==> config.mk <==
export PLATFORM = sky130hd
export DESIGN_NAME = mem_access_stage_flat
export DESIGN_NICKNAME = d
export VERILOG_FILES = /design/src/rtl/mem_access_stage_if.sv /design/src/rtl/mem_access_stage.sv /design/src/flat_wrapper.sv
export SDC_FILE = /design/constraint.sdc
export NUM_CORES = 1
export LEC_CHECK = 0
export CORE_MARGIN = 2
export CORE_UTILIZATION = 40
export CTS_CLUSTER_SIZE = 14
export DETAILED_ROUTE_END_ITERATION = 10
export GPL_TIMING_DRIVEN = 0
export PLACE_DENSITY = 0.78
export SYNTH_ARGS = -nofsm -noshare
export SYNTH_HDL_FRONTEND = slang
export SYNTH_SLANG_ARGS = --single-unit
==> constraint.sdc <==
create_clock -name clock -period 7.71 [get_ports clock]
set_input_delay 1.9275 -clock clock [delete_from_list [all_inputs] [get_ports clock]]
set_output_delay 1.9275 -clock clock [all_outputs]
set_load 0.03 [all_outputs]
==> src/rtl/mem_access_stage_if.sv <==
// Bundle of EX/MEM inputs, dmemory bus and MEM/WB outputs around the memory stage.
// master is the stage itself; slave is the pipeline/dmemory side that talks to it.
interface mem_access_stage_if;
    logic        ex_valid;
    logic        ex_is_load;
    logic        ex_is_store;
    logic [2:0]  ex_funct3;
    logic [31:0] ex_addr;
    logic [31:0] ex_store_data;
    logic [31:0] ex_result;
    logic [4:0]  ex_rd;
    logic        ex_reg_en;

    logic        mem_stall;

    logic [31:0] dmem_address;
    logic        dmem_read_write;
    logic [31:0] dmem_data_in;
    logic [1:0]  dmem_access_size;
    logic [31:0] dmem_data_out;

    logic        wb_valid;
    logic [4:0]  wb_rd;
    logic        wb_reg_en;
    logic [31:0] wb_data;
    logic        wb_fault;

    modport master (
        input  ex_valid, ex_is_load, ex_is_store, ex_funct3, ex_addr,
               ex_store_data, ex_result, ex_rd, ex_reg_en, dmem_data_out,
        output mem_stall, dmem_address, dmem_read_write, dmem_data_in,
               dmem_access_size, wb_valid, wb_rd, wb_reg_en, wb_data, wb_fault
    );

    modport slave (
        output ex_valid, ex_is_load, ex_is_store, ex_funct3, ex_addr,
               ex_store_data, ex_result, ex_rd, ex_reg_en, dmem_data_out,
        input  mem_stall, dmem_address, dmem_read_write, dmem_data_in,
               dmem_access_size, wb_valid, wb_rd, wb_reg_en, wb_data, wb_fault
    );
endinterface

==> src/rtl/mem_access_stage.sv <==
// RISC-V memory stage: drives dmemory, extends load data, performs SB/SH as a
// two-cycle read-modify-write, range-checks every access and registers MEM/WB.
module mem_access_stage #(
    parameter logic [31:0] DMEM_BASE  = 32'h0100_0000,
    parameter int unsigned DMEM_BYTES = 1048576
) (
    input  logic                clock,
    input  logic                reset,
    mem_access_stage_if.master  bus
);

    typedef enum logic {
        IDLE   = 1'b0,
        RMW_WR = 1'b1
    } state_e;

    localparam logic [32:0] LO_LIMIT = {1'b0, DMEM_BASE};
    localparam logic [32:0] HI_LIMIT = {1'b0, DMEM_BASE} + 33'(DMEM_BYTES);

    state_e      state_q, state_d;
    logic [31:0] merge_q, merge_d;
    logic [31:0] addr_q, addr_d;
    logic [4:0]  rd_q, rd_d;
    logic [1:0]  size_q, size_d;

    logic        wb_valid_q, wb_valid_d;
    logic [4:0]  wb_rd_q, wb_rd_d;
    logic        wb_reg_en_q, wb_reg_en_d;
    logic [31:0] wb_data_q, wb_data_d;
    logic        wb_fault_q, wb_fault_d;

    logic [32:0] size_bytes;
    logic [32:0] addr_ext;
    logic        in_range;
    logic        is_mem;
    logic        illegal_f3;
    logic        fault;
    logic [31:0] load_data;

    // Access decode: size, range check, funct3 legality and load extraction.
    always_comb begin
        unique case (bus.ex_funct3[1:0])
            2'b00:   size_bytes = 33'd1;
            2'b01:   size_bytes = 33'd2;
            default: size_bytes = 33'd4;
        endcase

        addr_ext = {1'b0, bus.ex_addr};
        // Carry bit keeps accesses near 2^32 from wrapping back into range.
        in_range = (addr_ext >= LO_LIMIT) && ((addr_ext + size_bytes) <= HI_LIMIT);

        is_mem     = bus.ex_is_load | bus.ex_is_store;
        illegal_f3 = (bus.ex_is_load  && !(bus.ex_funct3 inside {3'b000, 3'b001, 3'b010, 3'b100, 3'b101}))
                   | (bus.ex_is_store && !(bus.ex_funct3 inside {3'b000, 3'b001, 3'b010}));
        fault      = bus.ex_valid & is_mem
                   & (!in_range | illegal_f3 | (bus.ex_is_load & bus.ex_is_store));

        unique case (bus.ex_funct3)
            3'b000:  load_data = {{24{bus.dmem_data_out[7]}},  bus.dmem_data_out[7:0]};
            3'b100:  load_data = {24'b0,                       bus.dmem_data_out[7:0]};
            3'b001:  load_data = {{16{bus.dmem_data_out[15]}}, bus.dmem_data_out[15:0]};
            3'b101:  load_data = {16'b0,                       bus.dmem_data_out[15:0]};
            default: load_data = bus.dmem_data_out;
        endcase
    end

    // NOTE: every output of this block gets a default first, so no path leaves
    // a signal unassigned and no latch is inferred.
    always_comb begin
        state_d     = state_q;
        merge_d     = merge_q;
        addr_d      = addr_q;
        rd_d        = rd_q;
        size_d      = size_q;

        wb_valid_d  = 1'b0;
        wb_rd_d     = 5'd0;
        wb_reg_en_d = 1'b0;
        wb_data_d   = 32'd0;
        wb_fault_d  = 1'b0;

        bus.mem_stall        = 1'b0;
        bus.dmem_address     = bus.ex_addr;
        bus.dmem_read_write  = 1'b0;
        bus.dmem_data_in     = bus.ex_store_data;
        bus.dmem_access_size = bus.ex_funct3[1:0];

        unique case (state_q)
            IDLE: begin
                if (bus.ex_valid) begin
                    wb_valid_d = 1'b1;
                    wb_rd_d    = bus.ex_rd;
                    if (!is_mem) begin
                        wb_reg_en_d = bus.ex_reg_en;
                        wb_data_d   = bus.ex_result;
                    end else if (fault) begin
                        wb_fault_d  = 1'b1;
                        wb_reg_en_d = bus.ex_reg_en & bus.ex_is_load;
                    end else if (bus.ex_is_load) begin
                        wb_reg_en_d = bus.ex_reg_en;
                        wb_data_d   = load_data;
                    end else if (bus.ex_funct3[1:0] == 2'b10) begin
                        bus.dmem_read_write = 1'b1;
                    end else begin
                        // Sub-word store: read the surrounding word now, write the merge next cycle.
                        bus.mem_stall = 1'b1;
                        wb_valid_d    = 1'b0;
                        wb_rd_d       = 5'd0;
                        merge_d       = bus.ex_funct3[0]
                                      ? {bus.dmem_data_out[31:16], bus.ex_store_data[15:0]}
                                      : {bus.dmem_data_out[31:8],  bus.ex_store_data[7:0]};
                        addr_d        = bus.ex_addr;
                        rd_d          = bus.ex_rd;
                        size_d        = bus.ex_funct3[1:0];
                        state_d       = RMW_WR;
                    end
                end
            end
            RMW_WR: begin
                bus.dmem_address     = addr_q;
                bus.dmem_read_write  = 1'b1;
                bus.dmem_data_in     = merge_q;
                bus.dmem_access_size = size_q;
                wb_valid_d           = 1'b1;
                wb_rd_d              = rd_q;
                state_d              = IDLE;
            end
            default: state_d = IDLE;
        endcase
    end

    // NOTE: sequential state uses non-blocking assignments so all flops update
    // together from values sampled before the edge.
    always_ff @(posedge clock or negedge reset) begin
        if (!reset) begin
            state_q     <= IDLE;
            merge_q     <= 32'd0;
            addr_q      <= 32'd0;
            rd_q        <= 5'd0;
            size_q      <= 2'd0;
            wb_valid_q  <= 1'b0;
            wb_rd_q     <= 5'd0;
            wb_reg_en_q <= 1'b0;
            wb_data_q   <= 32'd0;
            wb_fault_q  <= 1'b0;
        end else begin
            state_q     <= state_d;
            merge_q     <= merge_d;
            addr_q      <= addr_d;
            rd_q        <= rd_d;
            size_q      <= size_d;
            wb_valid_q  <= wb_valid_d;
            wb_rd_q     <= wb_rd_d;
            wb_reg_en_q <= wb_reg_en_d;
            wb_data_q   <= wb_data_d;
            wb_fault_q  <= wb_fault_d;
        end
    end

    assign bus.wb_valid  = wb_valid_q;
    assign bus.wb_rd     = wb_rd_q;
    assign bus.wb_reg_en = wb_reg_en_q;
    assign bus.wb_data   = wb_data_q;
    assign bus.wb_fault  = wb_fault_q;

endmodule

==> src/flat_wrapper.sv <==
// flat-port wrapper written by rule: the top's interface ports become plain ports
module mem_access_stage_flat 
#(
    parameter logic [31:0] DMEM_BASE  = 32'h0100_0000,
    parameter int unsigned DMEM_BYTES = 1048576
)
  (clock, reset, bus_ex_valid, bus_ex_is_load, bus_ex_is_store, bus_ex_funct3, bus_ex_addr, bus_ex_store_data, bus_ex_result, bus_ex_rd, bus_ex_reg_en, bus_dmem_data_out, bus_mem_stall, bus_dmem_address, bus_dmem_read_write, bus_dmem_data_in, bus_dmem_access_size, bus_wb_valid, bus_wb_rd, bus_wb_reg_en, bus_wb_data, bus_wb_fault);
  mem_access_stage_if bus_i ();
  input  logic clock;
  input  logic reset;
  input wire logic [$bits(bus_i.ex_valid)-1:0] bus_ex_valid;
  input wire logic [$bits(bus_i.ex_is_load)-1:0] bus_ex_is_load;
  input wire logic [$bits(bus_i.ex_is_store)-1:0] bus_ex_is_store;
  input wire logic [$bits(bus_i.ex_funct3)-1:0] bus_ex_funct3;
  input wire logic [$bits(bus_i.ex_addr)-1:0] bus_ex_addr;
  input wire logic [$bits(bus_i.ex_store_data)-1:0] bus_ex_store_data;
  input wire logic [$bits(bus_i.ex_result)-1:0] bus_ex_result;
  input wire logic [$bits(bus_i.ex_rd)-1:0] bus_ex_rd;
  input wire logic [$bits(bus_i.ex_reg_en)-1:0] bus_ex_reg_en;
  input wire logic [$bits(bus_i.dmem_data_out)-1:0] bus_dmem_data_out;
  output wire logic [$bits(bus_i.mem_stall)-1:0] bus_mem_stall;
  output wire logic [$bits(bus_i.dmem_address)-1:0] bus_dmem_address;
  output wire logic [$bits(bus_i.dmem_read_write)-1:0] bus_dmem_read_write;
  output wire logic [$bits(bus_i.dmem_data_in)-1:0] bus_dmem_data_in;
  output wire logic [$bits(bus_i.dmem_access_size)-1:0] bus_dmem_access_size;
  output wire logic [$bits(bus_i.wb_valid)-1:0] bus_wb_valid;
  output wire logic [$bits(bus_i.wb_rd)-1:0] bus_wb_rd;
  output wire logic [$bits(bus_i.wb_reg_en)-1:0] bus_wb_reg_en;
  output wire logic [$bits(bus_i.wb_data)-1:0] bus_wb_data;
  output wire logic [$bits(bus_i.wb_fault)-1:0] bus_wb_fault;
  assign bus_i.ex_valid = bus_ex_valid;
  assign bus_i.ex_is_load = bus_ex_is_load;
  assign bus_i.ex_is_store = bus_ex_is_store;
  assign bus_i.ex_funct3 = bus_ex_funct3;
  assign bus_i.ex_addr = bus_ex_addr;
  assign bus_i.ex_store_data = bus_ex_store_data;
  assign bus_i.ex_result = bus_ex_result;
  assign bus_i.ex_rd = bus_ex_rd;
  assign bus_i.ex_reg_en = bus_ex_reg_en;
  assign bus_i.dmem_data_out = bus_dmem_data_out;
  assign bus_mem_stall = bus_i.mem_stall;
  assign bus_dmem_address = bus_i.dmem_address;
  assign bus_dmem_read_write = bus_i.dmem_read_write;
  assign bus_dmem_data_in = bus_i.dmem_data_in;
  assign bus_dmem_access_size = bus_i.dmem_access_size;
  assign bus_wb_valid = bus_i.wb_valid;
  assign bus_wb_rd = bus_i.wb_rd;
  assign bus_wb_reg_en = bus_i.wb_reg_en;
  assign bus_wb_data = bus_i.wb_data;
  assign bus_wb_fault = bus_i.wb_fault;
  mem_access_stage #(.DMEM_BASE(DMEM_BASE), .DMEM_BYTES(DMEM_BYTES)) u_core (.clock(clock), .reset(reset), .bus(bus_i));
endmodule
==> flow_metrics.env <==
export IMPL_fp_dieArea_um2=16700
export IMPL_vias=5447
export IMPL_timing_final_crit_share_pct=98.3
export IMPL_area_delta_synth_final_pct=50.2
export IMPL_synth_seq_area_share_pct=44.6
export IMPL_clock_skew_ps=6.20
export IMPL_firstDrtPassIters=6
export IMPL_p_leak_uw=0.00412
export IMPL_die_h_um=129
export IMPL_maxCapViolCount=0
export IMPL_h_tree_depth=3
export IMPL_rr_endpoint="u_core.rd_q[2]"
export IMPL_fp_dieW_um=129
export IMPL_hold_viol=0
export IMPL_cts_num_sinks=112
export IMPL_min_delay_start="u_core.addr_q[24]"
export IMPL_crit_path_start="bus_ex_funct3[1]"
export IMPL_ios=250
export IMPL_whs_ps=472
export IMPL_synthArstFlopShare_pct=100
export IMPL_grt_usage_pct=23.1
export IMPL_clkPwrFrac_pct=36.8
export IMPL_grt_overflow=0
export IMPL_hold_path_depth=1
export IMPL_ys_flop_type="dfrtp_1"
export IMPL_coreArea_um2=15300
export IMPL_tns_ps=0
export IMPL_drc=0
export IMPL_synth_seq_cells=112
export IMPL_io_buffers=246
export IMPL_final_common_cell="clkdlybuf4s50_1"
export IMPL_rr_worst_depth=7
export IMPL_cp_slowest_cell="or4_4"
export IMPL_grt_pass1_vias=5522
export IMPL_root_buffer="clkbuf_16"
export IMPL_syn_area_um2=6290
export IMPL_cp_num_buf_inv=4
export IMPL_p_seq_share_pct=42.4
export IMPL_rrSetupSlack_ps=5100
export IMPL_critical_path_max_fanout=12
export IMPL_path_class="in2out"
export IMPL_vias_per_cell=5.37
export IMPL_cp_top_family="simple AND/OR/NAND/NOR gates"
export IMPL_finalNetCount=945
export IMPL_max_freq_mhz=132
export IMPL_cpPeakStageDelay_ps=570
export IMPL_p_per_area_nw_per_um2=150
export IMPL_dpl_hpwl_um=15000
export IMPL_antenna_found_initial=0
export IMPL_synth_warning_count=0
export IMPL_r2r_start="u_core.state_q"
export IMPL_clock_latency_ps=360
export IMPL_numCtsBuffers=9
export IMPL_drt_total_wl_um=19800
export IMPL_grt_max_degree=63
export IMPL_outcome="finished clean"
export IMPL_syn_nets=687
export IMPL_layout_setup_ws_ps=131
export IMPL_most_common_layout_cells="clkdlybuf4s50_1, dfrtp_1, mux2_2, mux2_4, nand2_1"
export IMPL_setup_viol=0
export IMPL_synthCells=541
export IMPL_synth_edff_count=0
export IMPL_required_ps=5780
export IMPL_rows=45
export IMPL_cts_tree="done"
export IMPL_max_slew_margin_rel_pct=23.1
export IMPL_ant_nets=0
export IMPL_switchingPower_uw=377
export IMPL_maxSlewViolCount=0
export IMPL_grt_pass1_wl_um=30100
export IMPL_syn_avg_cell_area_um2=11.6
export IMPL_worstPathCellList="buf_4, clkbuf_8, clkbuf_4, nor2b_2, fa_1, a21oi_4, nor3_4, mux2i_1, a31oi_1, or4_1, o311a_1, or4_4, o21bai_4, clkdlybuf4s18_2"
export IMPL_startpoint_type="input port"
export IMPL_end_kind="output port"
export IMPL_period_needed_ps=7580
export IMPL_start_util_pct=41.2
export IMPL_initialDrtViolationCount=272
export IMPL_comb_power_share_pct=20.8
export IMPL_clock_path_buffers=2
export IMPL_place_ws_ps=-2240
export IMPL_hold_path_endpoint="u_core.addr_q[24]"
export IMPL_worst_pin_slew_ps=1150
export IMPL_worst_ir_drop_vdd_mv=0.100
export IMPL_drive_above_1_share_pct=22.3
export IMPL_path_clk_slew_ps=70
export IMPL_switching_share_pct=26.6
export IMPL_p_int_uw=1040
export IMPL_arrival_ps=5650
export IMPL_routedWlPerCell_um=19.5
export IMPL_power_uw=1420
export IMPL_ys_types=58
export IMPL_fillerInstances=1184
export IMPL_n_antenna_cell=0
export IMPL_routabilityCongestion=0.849
export IMPL_min_path_type="reg2reg"
## power by group through the flow
stage                     logic [uW]  registers, uW  clock network [uW]
after floorplan                  109            627                   0
after global placement           283            612                   0
after detailed placement         290            612                   0
after CTS                        294            600                 525
after global routing             312            601                 555
final                            294            600                 522
## cells by family (layout without fill, tap and decap cells)
group | Yosys count | in the layout | share of synthesized area [%]
flops | 112 | 112 | 44.6
simple gates | 126 | 126 | 10.7
xor+xnor | 3 | 3 | 0.418
mux | 138 | 138 | 28.2
buf+inv | 44 | 307 | 3.42
compound gates | 114 | 114 | 11.8
fa+ha+maj | 4 | 4 | 0.915
## per-stage QoR
step                      utilization (%)  instances  instance area (um^2)
after floorplan                         -        541                  6300
after global placement               59.2        998                  9030
after detailed placement             59.3        999                  9050
after CTS                            61.8       1013                  9430
after global routing                 61.9       1015                  9450
final                                61.9       1015                  9450
## sequential cells by signal (all words and copies together), names as in the netlist
register	count
u_core.state_q	1
u_core.rd_q	5
u_core.bus.wb_reg_en	1
u_core.bus.wb_valid	1
u_core.bus.wb_fault	1
u_core.merge_q	32
u_core.addr_q	32
u_core.size_q	2
u_core.bus.wb_rd	5
u_core.bus.wb_data	32
## what timing repair did
action | 4_1_cts | 5_1_grt
gates resized for setup | 25 | 4
endpoints found under the setup margin | 2 | 1
setup buffers | 1 | 2
hold buffers | 0 | 0
pin swaps | 1 | 2
## cell type report
class                           count  area (um^2)  share of cell area, %
Buffer                             36          204                   2.16
Clock buffer                       10          239                   2.53
Clock inverter                      6         90.1                  0.954
Inverter                            5         18.8                  0.199
Multi-Input combinational cell    385         3320                   35.1
Sequential cell                   112         2800                   29.7
Tap cell                          211          264                   2.79
Timing Repair Buffer              250         2510                   26.6
## Yosys cell counts, drive strengths merged (3+ instances only)
cell / n / area share [%]
mux2: 132 / 27
dfrtp: 112 / 45
nand2: 47 / 2.8
o21ai: 34 / 2.7
clkbuf: 30 / 1.8
a21oi: 23 / 1.8
o31ai: 16 / 1.9
nand3: 15 / 1.2
and2: 12 / 1.2
a21o: 9 / 1.1
buf: 9 / 1.3
nor2: 9 / 0.54
nor3: 7 / 0.64
a31o: 6 / 0.84
mux2i: 6 / 0.95
nand4: 6 / 0.70
nor2b: 6 / 0.60
a32o: 5 / 0.80
inv: 5 / 0.30
a31oi: 4 / 0.40
or4: 4 / 0.54
a211oi: 3 / 0.36
and3: 3 / 0.30
ha: 3 / 0.60
nand2b: 3 / 0.30
nor3b: 3 / 0.36
nor4: 3 / 0.40
## worst register-to-register path, stage by stage (launching register included)
cell and delay, ps:
dfrtp_1 360, clkbuf_1 280, nand2b_1 320, or4_1 480
or3_1 310, buf_4 230, buf_6 200, mux2_4 310
## per-layer routing
layer	part of all wire [%]	track usage, %	up-vias
met1	42	29.0	2703
met4	2.0	8.35	0
li1	-	-	2496
met3	6.3	4.17	29
met2	50	40.2	219
met5	0	0	-
## worst max path at each step
stage	endpoint	cells after the start	slack (ps)
global route	bus_dmem_read_write	13	-2
global placement	bus_dmem_read_write	15	-2210
floorplan	bus_dmem_read_write	14	20
CTS	bus_dmem_read_write	14	60
detailed placement	bus_dmem_read_write	15	-2240
finish	bus_dmem_read_write	14	130
No activity file was read; power rests on OpenSTA's default activity.
